===== config.mk =====
export PLATFORM = sky130hd
export DESIGN_NAME = core_sequencer_flat
export DESIGN_NICKNAME = d
export VERILOG_FILES = /design/src/rtl/core_sequencer_if.sv /design/src/rtl/core_sequencer.sv /design/src/flat_wrapper.sv
export SDC_FILE = /design/constraint.sdc
export NUM_CORES = 1
export LEC_CHECK = 0
export ABC_AREA = 0
export CAP_MARGIN = 40
export CORE_UTILIZATION = 50
export CTS_CLUSTER_SIZE = 25
export DETAILED_ROUTE_END_ITERATION = 8
export DONT_BUFFER_PORTS = 1
export HOLD_SLACK_MARGIN = 0.02
export PLACE_DENSITY = 0.72
export RECOVER_POWER = 25
export SYNTH_ARGS = -nofsm -noshare
export SYNTH_HDL_FRONTEND = slang
export SYNTH_SLANG_ARGS = --single-unit

===== constraint.sdc =====
create_clock -name clk -period 2.3 [get_ports clk]
set_clock_uncertainty 0.1 [all_clocks]
set_input_delay 0.23 -clock clk [delete_from_list [all_inputs] [get_ports clk]]
set_output_delay 0.23 -clock clk [all_outputs]
set_load 0.03 [all_outputs]

===== src/rtl/core_sequencer_if.sv =====
// ============================================================================
//  Module   : core_sequencer_if
//  Purpose  : Handshake and datapath-control bundle between the fetch unit,
//             the core sequencer and the acc/head/stack/cache datapath.
//  Ports    : instr/instr_valid/instr_ready  - instruction handshake
//             acc_zero                        - current cell is zero
//             mem_ready/mem_req/mem_we        - memory operation handshake
//             alu_op/acc_src/mem_src/mem_addr - datapath mux selects
//             *_write                         - register write-enable pulses
//             pc_step/pc_back                 - program counter stepping
//             scanning/nest_err               - bracket-scan and error status
//  Revision : 1.0 - initial release
// ============================================================================
`default_nettype none

interface core_sequencer_if #(
  parameter int OP_W = 4
);
  logic [OP_W-1:0] instr;
  logic            instr_valid;
  logic            instr_ready;
  logic            acc_zero;
  logic            mem_ready;
  logic            mem_req;
  logic            mem_we;
  logic            alu_op;
  logic            acc_src;
  logic [1:0]      mem_src;
  logic [1:0]      mem_addr;
  logic            acc_write;
  logic            stack_write;
  logic            head_write;
  logic            cache_write;
  logic            pc_step;
  logic            pc_back;
  logic            scanning;
  logic            nest_err;

  // Fetch/datapath side
  modport master (
    output instr, instr_valid, acc_zero, mem_ready,
    input  instr_ready, mem_req, mem_we, alu_op, acc_src, mem_src, mem_addr,
    input  acc_write, stack_write, head_write, cache_write,
    input  pc_step, pc_back, scanning, nest_err
  );

  // Sequencer side
  modport slave (
    input  instr, instr_valid, acc_zero, mem_ready,
    output instr_ready, mem_req, mem_we, alu_op, acc_src, mem_src, mem_addr,
    output acc_write, stack_write, head_write, cache_write,
    output pc_step, pc_back, scanning, nest_err
  );
endinterface

`default_nettype wire


===== src/rtl/core_sequencer.sv =====
// ============================================================================
//  Module   : core_sequencer
//  Purpose  : Multi-cycle instruction sequencer. Accepts one op_code per
//             handshake, holds the datapath control fields until memory
//             completes, and resolves CBF/CBB loop brackets with a nesting
//             depth counter so the fetch unit only has to step the PC.
//  Ports    : clk    - rising-edge clock
//             rst_n  - asynchronous active-low reset
//             bus    - core_sequencer_if.slave (instruction handshake,
//                      memory handshake, datapath controls, status)
//  Revision : 1.0 - initial release
// ============================================================================
`default_nettype none

module core_sequencer #(
  parameter int OP_W    = 4,
  parameter int DEPTH_W = 8,
  parameter int MEM_TO  = 0
) (
  input  logic               clk,
  input  logic               rst_n,
  core_sequencer_if.slave    bus
);

  // Op-code encoding; anything else decodes as NOP
  localparam logic [OP_W-1:0] c_OP_INC = OP_W'(0);
  localparam logic [OP_W-1:0] c_OP_DEC = OP_W'(1);
  localparam logic [OP_W-1:0] c_OP_PSH = OP_W'(2);
  localparam logic [OP_W-1:0] c_OP_POP = OP_W'(3);
  localparam logic [OP_W-1:0] c_OP_MVR = OP_W'(4);
  localparam logic [OP_W-1:0] c_OP_MVL = OP_W'(5);
  localparam logic [OP_W-1:0] c_OP_CBF = OP_W'(6);
  localparam logic [OP_W-1:0] c_OP_CBB = OP_W'(7);

  // Timeout counter runs 0..MEM_TO-1; keep at least one bit when disabled
  localparam int               c_TO_W    = (MEM_TO > 1) ? $clog2(MEM_TO) : 1;
  localparam logic [c_TO_W-1:0] c_TO_LAST = c_TO_W'(MEM_TO - 1);

  typedef enum logic [1:0] {
    ST_IDLE   = 2'd0,
    ST_EXEC   = 2'd1,
    ST_SCAN_F = 2'd2,
    ST_SCAN_B = 2'd3
  } state_t;

  state_t              r_state;
  logic [DEPTH_W-1:0]  r_depth;
  logic [c_TO_W-1:0]   r_to;
  logic                r_err;
  logic                r_mem_req;
  logic                r_mem_we;
  logic                r_alu_op;
  logic                r_acc_src;
  logic [1:0]          r_mem_src;
  logic [1:0]          r_mem_addr;
  logic [3:0]          r_en;       // {cache, head, stack, acc}

  logic                w_ready;
  logic                w_accept;
  logic                w_is_cbf;
  logic                w_is_cbb;
  logic                w_is_mem_op;
  logic                w_we;
  logic                w_alu;
  logic                w_acc_src;
  logic [1:0]          w_mem_src;
  logic [1:0]          w_mem_addr;
  logic [3:0]          w_en;
  logic                w_depth_max;
  logic                w_depth_one;
  logic                w_to_hit;
  logic                w_done;
  logic                w_idle_acc;
  logic                w_scan_acc;

  assign w_ready     = (r_state != ST_EXEC) && !r_err;
  assign w_accept    = bus.instr_valid && w_ready;
  assign w_is_cbf    = (bus.instr == c_OP_CBF);
  assign w_is_cbb    = (bus.instr == c_OP_CBB);
  assign w_depth_max = &r_depth;
  assign w_depth_one = (r_depth == DEPTH_W'(1));
  assign w_to_hit    = (MEM_TO != 0) && (r_to == c_TO_LAST);
  assign w_done      = (r_state == ST_EXEC) && bus.mem_ready;
  assign w_idle_acc  = (r_state == ST_IDLE) && w_accept;
  assign w_scan_acc  = ((r_state == ST_SCAN_F) || (r_state == ST_SCAN_B)) && w_accept;

  // Datapath field decode for memory-touching ops
  always_comb begin
    w_is_mem_op = 1'b1;
    w_we        = 1'b0;
    w_alu       = 1'b0;
    w_acc_src   = 1'b0;
    w_mem_src   = 2'd0;
    w_mem_addr  = 2'd0;
    w_en        = 4'b0000;
    case (bus.instr)
      c_OP_INC: begin w_we = 1'b1; w_en = 4'b0001; end
      c_OP_DEC: begin w_we = 1'b1; w_alu = 1'b1; w_en = 4'b0001; end
      c_OP_PSH: begin w_we = 1'b1; w_mem_src = 2'd1; w_en = 4'b0010; end
      c_OP_POP: begin w_alu = 1'b1; w_acc_src = 1'b1; w_mem_addr = 2'd1; w_en = 4'b0011; end
      c_OP_MVR: begin w_acc_src = 1'b1; w_mem_addr = 2'd2; w_en = 4'b0101; end
      c_OP_MVL: begin w_alu = 1'b1; w_acc_src = 1'b1; w_mem_addr = 2'd2; w_en = 4'b0101; end
      default:  w_is_mem_op = 1'b0;
    endcase
  end

  always_ff @(posedge clk or negedge rst_n) begin
    if (!rst_n) begin
      r_state    <= ST_IDLE;
      r_depth    <= '0;
      r_to       <= '0;
      r_err      <= 1'b0;
      r_mem_req  <= 1'b0;
      r_mem_we   <= 1'b0;
      r_alu_op   <= 1'b0;
      r_acc_src  <= 1'b0;
      r_mem_src  <= 2'd0;
      r_mem_addr <= 2'd0;
      r_en       <= 4'b0000;
    end else begin
      case (r_state)
        ST_IDLE: begin
          if (w_accept) begin
            if (w_is_cbf) begin
              if (bus.acc_zero) begin
                r_state <= ST_SCAN_F;
                r_depth <= DEPTH_W'(1);
              end
            end else if (w_is_cbb) begin
              if (!bus.acc_zero) begin
                r_state <= ST_SCAN_B;
                r_depth <= DEPTH_W'(1);
              end
            end else if (w_is_mem_op) begin
              r_state    <= ST_EXEC;
              r_to       <= '0;
              r_mem_req  <= 1'b1;
              r_mem_we   <= w_we;
              r_alu_op   <= w_alu;
              r_acc_src  <= w_acc_src;
              r_mem_src  <= w_mem_src;
              r_mem_addr <= w_mem_addr;
              r_en       <= w_en;
            end
          end
        end

        ST_EXEC: begin
          if (bus.mem_ready || w_to_hit) begin
            // Completion and timeout both drop the held fields
            r_state    <= ST_IDLE;
            r_mem_req  <= 1'b0;
            r_mem_we   <= 1'b0;
            r_alu_op   <= 1'b0;
            r_acc_src  <= 1'b0;
            r_mem_src  <= 2'd0;
            r_mem_addr <= 2'd0;
            r_en       <= 4'b0000;
            if (!bus.mem_ready) begin
              r_err <= 1'b1;
            end
          end else begin
            r_to <= r_to + 1'b1;
          end
        end

        ST_SCAN_F, ST_SCAN_B: begin
          if (w_accept) begin
            // Opening bracket for this scan direction nests deeper
            if ((r_state == ST_SCAN_F) ? w_is_cbf : w_is_cbb) begin
              if (w_depth_max) begin
                r_err   <= 1'b1;
                r_depth <= '0;
                r_state <= ST_IDLE;
              end else begin
                r_depth <= r_depth + 1'b1;
              end
            end else if ((r_state == ST_SCAN_F) ? w_is_cbb : w_is_cbf) begin
              r_depth <= r_depth - 1'b1;
              if (w_depth_one) begin
                r_state <= ST_IDLE;
              end
            end
          end
        end

        default: r_state <= ST_IDLE;
      endcase
    end
  end

  // Held controls come straight from registers; pulses are qualified by the
  // handshake of the current cycle so they land in the accept / mem_ready cycle.
  assign bus.instr_ready = w_ready;
  assign bus.mem_req     = r_mem_req;
  assign bus.mem_we      = r_mem_we;
  assign bus.alu_op      = r_alu_op;
  assign bus.acc_src     = r_acc_src;
  assign bus.mem_src     = r_mem_src;
  assign bus.mem_addr    = r_mem_addr;
  assign bus.acc_write   = w_done && r_en[0];
  assign bus.stack_write = w_done && r_en[1];
  assign bus.head_write  = w_done && r_en[2];
  assign bus.cache_write = w_done && r_en[3];
  assign bus.scanning    = (r_state == ST_SCAN_F) || (r_state == ST_SCAN_B);
  assign bus.nest_err    = r_err;

  assign bus.pc_step = w_done || (w_idle_acc && !w_is_mem_op) || w_scan_acc;

  // Backward steps: entering a backward scan, and every backward-scan accept
  // except the one that closes the outermost bracket (that step goes forward).
  assign bus.pc_back = (w_idle_acc && w_is_cbb && !bus.acc_zero) ||
                       ((r_state == ST_SCAN_B) && w_accept && !(w_is_cbf && w_depth_one));

endmodule

`default_nettype wire


===== src/flat_wrapper.sv =====
// flat-port wrapper written by rule: the top's interface ports become plain ports
module core_sequencer_flat 
#(
  parameter int OP_W    = 4,
  parameter int DEPTH_W = 8,
  parameter int MEM_TO  = 0
)
  (clk, rst_n, bus_instr, bus_instr_valid, bus_acc_zero, bus_mem_ready, bus_instr_ready, bus_mem_req, bus_mem_we, bus_alu_op, bus_acc_src, bus_mem_src, bus_mem_addr, bus_acc_write, bus_stack_write, bus_head_write, bus_cache_write, bus_pc_step, bus_pc_back, bus_scanning, bus_nest_err);
  core_sequencer_if #(.OP_W(OP_W)) bus_i ();
  input  logic clk;
  input  logic rst_n;
  input wire logic [$bits(bus_i.instr)-1:0] bus_instr;
  input wire logic [$bits(bus_i.instr_valid)-1:0] bus_instr_valid;
  input wire logic [$bits(bus_i.acc_zero)-1:0] bus_acc_zero;
  input wire logic [$bits(bus_i.mem_ready)-1:0] bus_mem_ready;
  output wire logic [$bits(bus_i.instr_ready)-1:0] bus_instr_ready;
  output wire logic [$bits(bus_i.mem_req)-1:0] bus_mem_req;
  output wire logic [$bits(bus_i.mem_we)-1:0] bus_mem_we;
  output wire logic [$bits(bus_i.alu_op)-1:0] bus_alu_op;
  output wire logic [$bits(bus_i.acc_src)-1:0] bus_acc_src;
  output wire logic [$bits(bus_i.mem_src)-1:0] bus_mem_src;
  output wire logic [$bits(bus_i.mem_addr)-1:0] bus_mem_addr;
  output wire logic [$bits(bus_i.acc_write)-1:0] bus_acc_write;
  output wire logic [$bits(bus_i.stack_write)-1:0] bus_stack_write;
  output wire logic [$bits(bus_i.head_write)-1:0] bus_head_write;
  output wire logic [$bits(bus_i.cache_write)-1:0] bus_cache_write;
  output wire logic [$bits(bus_i.pc_step)-1:0] bus_pc_step;
  output wire logic [$bits(bus_i.pc_back)-1:0] bus_pc_back;
  output wire logic [$bits(bus_i.scanning)-1:0] bus_scanning;
  output wire logic [$bits(bus_i.nest_err)-1:0] bus_nest_err;
  assign bus_i.instr = bus_instr;
  assign bus_i.instr_valid = bus_instr_valid;
  assign bus_i.acc_zero = bus_acc_zero;
  assign bus_i.mem_ready = bus_mem_ready;
  assign bus_instr_ready = bus_i.instr_ready;
  assign bus_mem_req = bus_i.mem_req;
  assign bus_mem_we = bus_i.mem_we;
  assign bus_alu_op = bus_i.alu_op;
  assign bus_acc_src = bus_i.acc_src;
  assign bus_mem_src = bus_i.mem_src;
  assign bus_mem_addr = bus_i.mem_addr;
  assign bus_acc_write = bus_i.acc_write;
  assign bus_stack_write = bus_i.stack_write;
  assign bus_head_write = bus_i.head_write;
  assign bus_cache_write = bus_i.cache_write;
  assign bus_pc_step = bus_i.pc_step;
  assign bus_pc_back = bus_i.pc_back;
  assign bus_scanning = bus_i.scanning;
  assign bus_nest_err = bus_i.nest_err;
  core_sequencer #(.OP_W(OP_W), .DEPTH_W(DEPTH_W), .MEM_TO(MEM_TO)) u_core (.clk(clk), .rst_n(rst_n), .bus(bus_i));
endmodule

* Word-level counts from Yosys, hierarchy flattened
Cells that the tools add are included.
** Storage, ports and cells
- Flip-flop bits (word level) :: 23
- Bits of input ports :: 9
- Output and inout bits :: 17
- Word-level logic and storage cells :: 146
** Operators by class
- Add/sub/neg operators :: 2
- Equality and inequality tests :: 26
- Multiplexer cells :: 69
- Reductions and logical operators :: 39
** Operator list (count)
- two-way mux 8 bit :: 9
- two-way mux 2 bit :: 20
- two-way mux 1 bit :: 24
- two-way mux 4 bit :: 5
- equality test 4 x 3 -> 1 bit (second input constant) :: 4
- case mux 8 bit (2 select lines) :: 1
- logical AND 1 bit :: 15
- case mux 2 bit (2 select lines) :: 3
- case mux 3 bit (4 select lines) :: 1
- AND reduction 11 bit :: 1
- != test 3 x 1 -> 1 bit (second input constant) :: 3
- AND reduction 9 bit :: 1
- OR reduction 3 bit :: 3
- adder 8 x 1 -> 8 bit (second input constant) :: 1
- equality test 4 x 2 -> 1 bit (second input constant) :: 2
- equality test 8 x 1 -> 1 bit (second input constant) :: 1
- != test 2 x 1 -> 1 bit (second input constant) :: 4
- case mux 1 bit (2 select lines) :: 4
- case mux 4 bit (2 select lines) :: 1
- AND reduction 8 bit :: 1
- subtractor 8 x 1 -> 8 bit (second input constant) :: 1
- AND reduction 7 bit :: 1
- != test 2 bit (second input constant) :: 3
- != test 3 x 2 -> 1 bit (second input constant) :: 2
- other kinds (15) :: 25

* Longest topological paths before layout
- Depth in word-level cells :: 8
- Depth in mapped cells :: 8

* Worst setup path before layout
OpenSTA, ideal clock, no wires.
- Kind :: register to output
- Start :: register u_core.r_state[0]
- End :: output bus_pc_step
- Arrival :: 1822 ps
- Data required time :: 1970 ps
- Slack :: 148 ps
- Stages on the path, launching flop included :: 6
- Path through :: dfrtp_1 > buf_6 > nor2b_4 > nor2_2 > nand2_1 > o21ai_0
** Between the ends
- Longest elaborated chain between the ends :: 7
** Ends and longest elaborated chain
- from (decl) :: line core_sequencer.sv:46 : state_t r_state;
- from (signal assigned) :: line core_sequencer.sv:109 : r_state <= ST_IDLE;
- from (signal assigned) :: line core_sequencer.sv:126 : r_state <= ST_SCAN_F;
- from (signal assigned) :: line core_sequencer.sv:131 : r_state <= ST_SCAN_B;
- != test 2 x 1 -> 1 bit * :: line core_sequencer.sv:76 : assign w_ready = (r_state != ST_EXEC) && !r_err;
- logical AND 1 bit * :: line core_sequencer.sv:76
- net bus_instr_ready :: line flat_wrapper.sv:16 : output wire logic [$bits(bus_i.instr_ready)-1:0] bus_instr_ready;
- logical AND 1 bit * :: line core_sequencer.sv:77 : assign w_accept = bus.instr_valid && w_ready;
- logical AND 1 bit :: line core_sequencer.sv:84 : assign w_idle_acc = (r_state == ST_IDLE) && w_accept;
- logical AND 1 bit :: line core_sequencer.sv:208 : assign bus.pc_step = w_done || (w_idle_acc && !w_is_mem_op) || w_scan_acc;
- logical OR 1 bit :: line core_sequencer.sv:208
- logical OR 1 bit * :: line core_sequencer.sv:208
- to (decl) :: line flat_wrapper.sv:27 : output wire logic [$bits(bus_i.pc_step)-1:0] bus_pc_step;
The timed path passes the listed nets; every way through them passes the cells marked *.

* Worst setup path after layout
- Start :: register u_core.r_depth[4]
- End :: output bus_pc_back
** Between the ends
- Longest elaborated chain between the ends :: 5
** Ends and longest elaborated chain
- from (decl) :: line core_sequencer.sv:47 : logic [DEPTH_W-1:0] r_depth;
- from (signal assigned) :: line core_sequencer.sv:176 : r_depth <= r_depth + 1'b1;
- from (signal assigned) :: line core_sequencer.sv:179 : r_depth <= r_depth - 1'b1;
- equality test 8 x 1 -> 1 bit :: line core_sequencer.sv:81 : assign w_depth_one = (r_depth == DEPTH_W'(1));
- logical AND 1 bit :: line core_sequencer.sv:213 : ((r_state == ST_SCAN_B) && w_accept && !(w_is_cbf && w_depth_one));
- zero test 1 bit :: line core_sequencer.sv:213
- logical AND 1 bit :: line core_sequencer.sv:213
- logical OR 1 bit :: line core_sequencer.sv:212 : assign bus.pc_back = (w_idle_acc && w_is_cbb && !bus.acc_zero) ||
- to (decl) :: line flat_wrapper.sv:28 : output wire logic [$bits(bus_i.pc_back)-1:0] bus_pc_back;
Every way passes these cells.

==> summary.md <==
| Metric | Value |
|---|---|
| Area Overhead vs Synth | `9.39%` |
| TritonCTS clock tree | `done` |
| # DRC | `0` |
| Share of post-route cells with drive strength above 1 | `between 10% and 20%` |
| Fmax | `450 MHz` |
| CP arrival | `1.89 ns` |
| CTS sink cnt | `21` |
| Final instance area | `roughly 1600 sq um` |
| Worst-Skew Late Latency | `around 0.31 ns` |
| Fillers | `around 240` |
| Port bufs | `0` |
| CP Capture Type | `primary output` |
| Synth cell types | `49` |
| Detail Route Antenna Nets | `0` |
| Core region area | `about 2800 sq um` |
| CTS clk-pin slew, worst paths | `roughly 0.13 ns` |
| Vias per cell | `between 6 and 7` |
| Fin util | `58.2%` |
| CTS Root Cell | `clkbuf_4` |
| Worst slew pin tran | `~0.92 ns` |
| Net Sw Power | `around 880 uW` |
| Post-synthesis sequential element count | `21` |
| P_int | `985 uW` |
| Via count | `between 1,000 and 1,500` |
| PD cells | `1160 nW/um^2` |
| Peak VDD IR | `0.000733 V` |
| Placer Congestion | `between 0.8 and 0.9` |
| Post-Syn Instances | `161` |
| Tcrit/Tclk final | `between 90% and 100%` |
| Detailed-route wire length | `between 3000 and 4000 microns` |
| EDFF count, synth | `0` |
| Status | `completed` |
| Final Hold Vio Count | `0` |
| Io pins | `26` |
| Post-Layout Cell Count | `202` |
| Startpoint types | `flip-flop` |
| Synthesized cell area | `roughly 1500 sq um` |
| Final setup violation count | `0` |
| Seq/Total Area, Yosys | `~36%` |
| Final Slew Violations | `0` |
| Die ar. | `3150 sq um` |
| Hold path start | `bus_instr[0]` |
| Hold path cells | `2` |
| Antenna Cells | `0` |
| RSZ-0062 raised after global routing | `true` |
| Average cell area after synthesis | `about 9.1 sq um` |
| Worst Hold End | `u_core.bus.mem_we$_DFFE_PN0P_` |
| Site Rows | `19` |
| HP Class | `input pin to flip-flop` |
| R2R cell count | `6` |
| Critical Path Source | `u_core.r_depth[4]$_DFFE_PN0P_` |
| Die Y-Extent | `56.2 microns` |
| Largest net degree at the start of global routing | `22` |
| Cts bufs inserted | `3` |
| Worst-path maximum fanout | `4` |
| Async SR Flop Fraction | `100%` |
| Sequential share of power | `about 43%` |
| Reg-to-Reg End | `u_core.r_depth[6]$_DFFE_PN0P_` |
| Critical R2R Launch | `u_core.r_state[1]$_DFFE_PN0P_` |
| Total of max-cap violations | `0` |
| Rel. slew slack | `38.4%` |
| LEAKAGE | `about 0.73 nW` |
| Ys flop type | `dfrtp_1` |
| Required @ worst endpoint | `slightly below 2 ns` |
| Comb power frac | `a little under half` |
| Clock share of power | `10.1%` |
| CP Class | `flip-flop to primary output` |
| Tot GR Track Use | `about 22%` |
| DR iter-0 viols | `93` |
| Tmin final | `around 2.2 ns` |
| Reg2reg setup slack | `about 0.20 ns` |
| First-pass GRT wire length | `roughly 5600 microns` |
| Yosys Warn Count | `0` |
| Drt wl/cell | `roughly 16 microns` |
| Antenna violations before repair | `0` |
| Pre-antenna DRT Iters | `5` |
| Switching share of power | `47.2%` |
| DP Wirelength | `~2300 microns` |
| Starting Density | `53.2%` |
| Total power | `roughly 1.9 mW` |
| Layout net count | `around 180` |
| Vias in the first global route | `about 1,200` |
| Dpl cells | `190` |
| Die X-Extent | `between 50 and 60 microns` |
| Max Root-Sink Buffers | `2` |
| CTS H-Tree Depth | `1` |
| Total grt overflow | `0` |
| Cell area after placement | `approximately 1500 sq um` |
-- placed cells by master, fill, tap and decap left out, types with 3 or more instances in the layout --
| cell | instances |
|---|---|
| dfrtp_1 | 19 |
| nand2_1 | 12 |
| buf_4 | 12 |
| a21oi_1 | 11 |
| nor2_1 | 10 |
| mux2_1 | 9 |
| inv_1 | 8 |
| a31oi_1 | 7 |
| o21ai_0 | 7 |
| nor3_1 | 6 |
| nand3_1 | 5 |
| a21o_1 | 3 |
| and3_1 | 3 |
| xnor2_1 | 3 |
| or3_1 | 3 |
| ha_1 | 3 |
| clkbuf_4 | 3 |
| dlygate4sd3_1 | 3 |
-- sequential cells by signal, indices dropped and copies added, names as in the netlist --
name and cells:
u_core.bus.mem_we 1, u_core.bus.nest_err 1, u_core.bus.mem_addr 2, u_core.bus.alu_op 1
u_core.r_en 3, u_core.r_state 2, u_core.r_depth 8, u_core.bus.acc_src 1
u_core.bus.mem_src 1, u_core.bus.mem_req 1
-- logic make-up (layout without fill, tap and decap cells) --
kind of cell / after synthesis / in the layout / synth area share, %
AO/OA/AOI/OAI: 44 / 44 / 19.5
XOR/XNOR: 3 / 3 / 1.79
adder cells (fa/ha/maj): 3 / 3 / 2.56
buffers and inverters: 19 / 28 / 7.42
flip-flops: 21 / 21 / 35.8
multiplexers: 12 / 12 / 9.30
other: 1 / 2 / 0.256
AND/OR/NAND/NOR: 58 / 58 / 23.4
-- synthesized netlist by cell type, types with 3 or more instances --
| master | n | area, sq um |
|---|---|---|
| buf_2 | 3 | 15.0 |
| nor2_1 | 10 | 37.5 |
| ha_1 | 3 | 37.5 |
| and3_1 | 3 | 18.8 |
| nand3_1 | 5 | 25.0 |
| o21ai_0 | 7 | 35.0 |
| a21o_1 | 3 | 22.5 |
| nand2_1 | 12 | 45.0 |
| xnor2_1 | 3 | 26.3 |
| buf_6 | 3 | 33.8 |
| or3_1 | 4 | 25.0 |
| mux2_1 | 9 | 101 |
| inv_1 | 8 | 30.0 |
| dfrtp_1 | 21 | 526 |
| a31oi_1 | 7 | 43.8 |
| nor3_1 | 6 | 30.0 |
| buf_4 | 3 | 22.5 |
| a21oi_1 | 11 | 55.1 |
-- timing repair --
| item | CTS | global route |
|---|---|---|
| buffers inserted | 0 | 4 |
| endpoints found under the hold margin | 23 | 0 |
| hold buffers | 3 | 0 |
| resized for setup | 1 | 4 |
| endpoints found under the setup margin | 1 | 1 |
-- area by class of cell --
cell class,instances,area (sq um),share of cell area [%]
tap,31,38.8,2.42
clock inverter,1,5.00,0.312
inverter,8,30.0,1.87
timing repair buffer,16,124,7.72
clock buffer,3,22.5,1.40
multi-input combinational,122,856,53.4
sequential,21,528,32.9
-- worst max path at each step --
stage	end	slack, ns	depth (start not counted)
floorplan	bus_pc_step	0.15	5
global placement	bus_pc_back	0.20	6
detailed placement	u_core.bus.mem_addr[0]$_DFFE_PN0P_	0.23	7
CTS	bus_pc_back	0.001	6
global route	bus_pc_back	-0.04	6
finish	bus_pc_back	0.08	6
-- layer usage --
metal	routed length, microns	vias to the layer above	part of all wire (%)	GRT usage, %
met4	30	0	0.90	5.92
met3	210	4	6.3	3.95
li1	-	599	-	-
met2	1580	40	47	33.7
met1	1510	603	45	31.6
met5	0	-	0	0
-- through the flow --
| stage | hold slack (ns) | worst slack [ns] | setup TNS [ns] |
|---|---|---|---|
| final | 0.0727 | 0.0781 | 0 |
| after detailed placement | -0.165 | 0.227 | 0 |
| after CTS | 0.0745 | 0.00115 | 0 |
| after floorplan | -0.166 | 0.148 | 0 |
| after global routing | 0.0857 | -0.0418 | -0.0418 |
| after global placement | -0.165 | 0.195 | 0 |
-- critical path, cell delays in order, from the launching register on --
cell and delay [ns]:
dfrtp_2 0.46, or3_4 0.43, nor4_4 0.20, a31oi_1 0.13, a21oi_1 0.14, nor2_1 0.06, buf_4 0.16
-- power groups by stage --
stage               Sequential [mW]  Clock, mW  Combinational [mW]
floorplan                     0.752          0               0.663
global placement              0.789          0               0.759
detailed placement            0.794          0               0.775
CTS                           0.789      0.195               0.801
global route                  0.820      0.207               0.980
finish                        0.799      0.189               0.878
(Power assumes the default switching activity.)
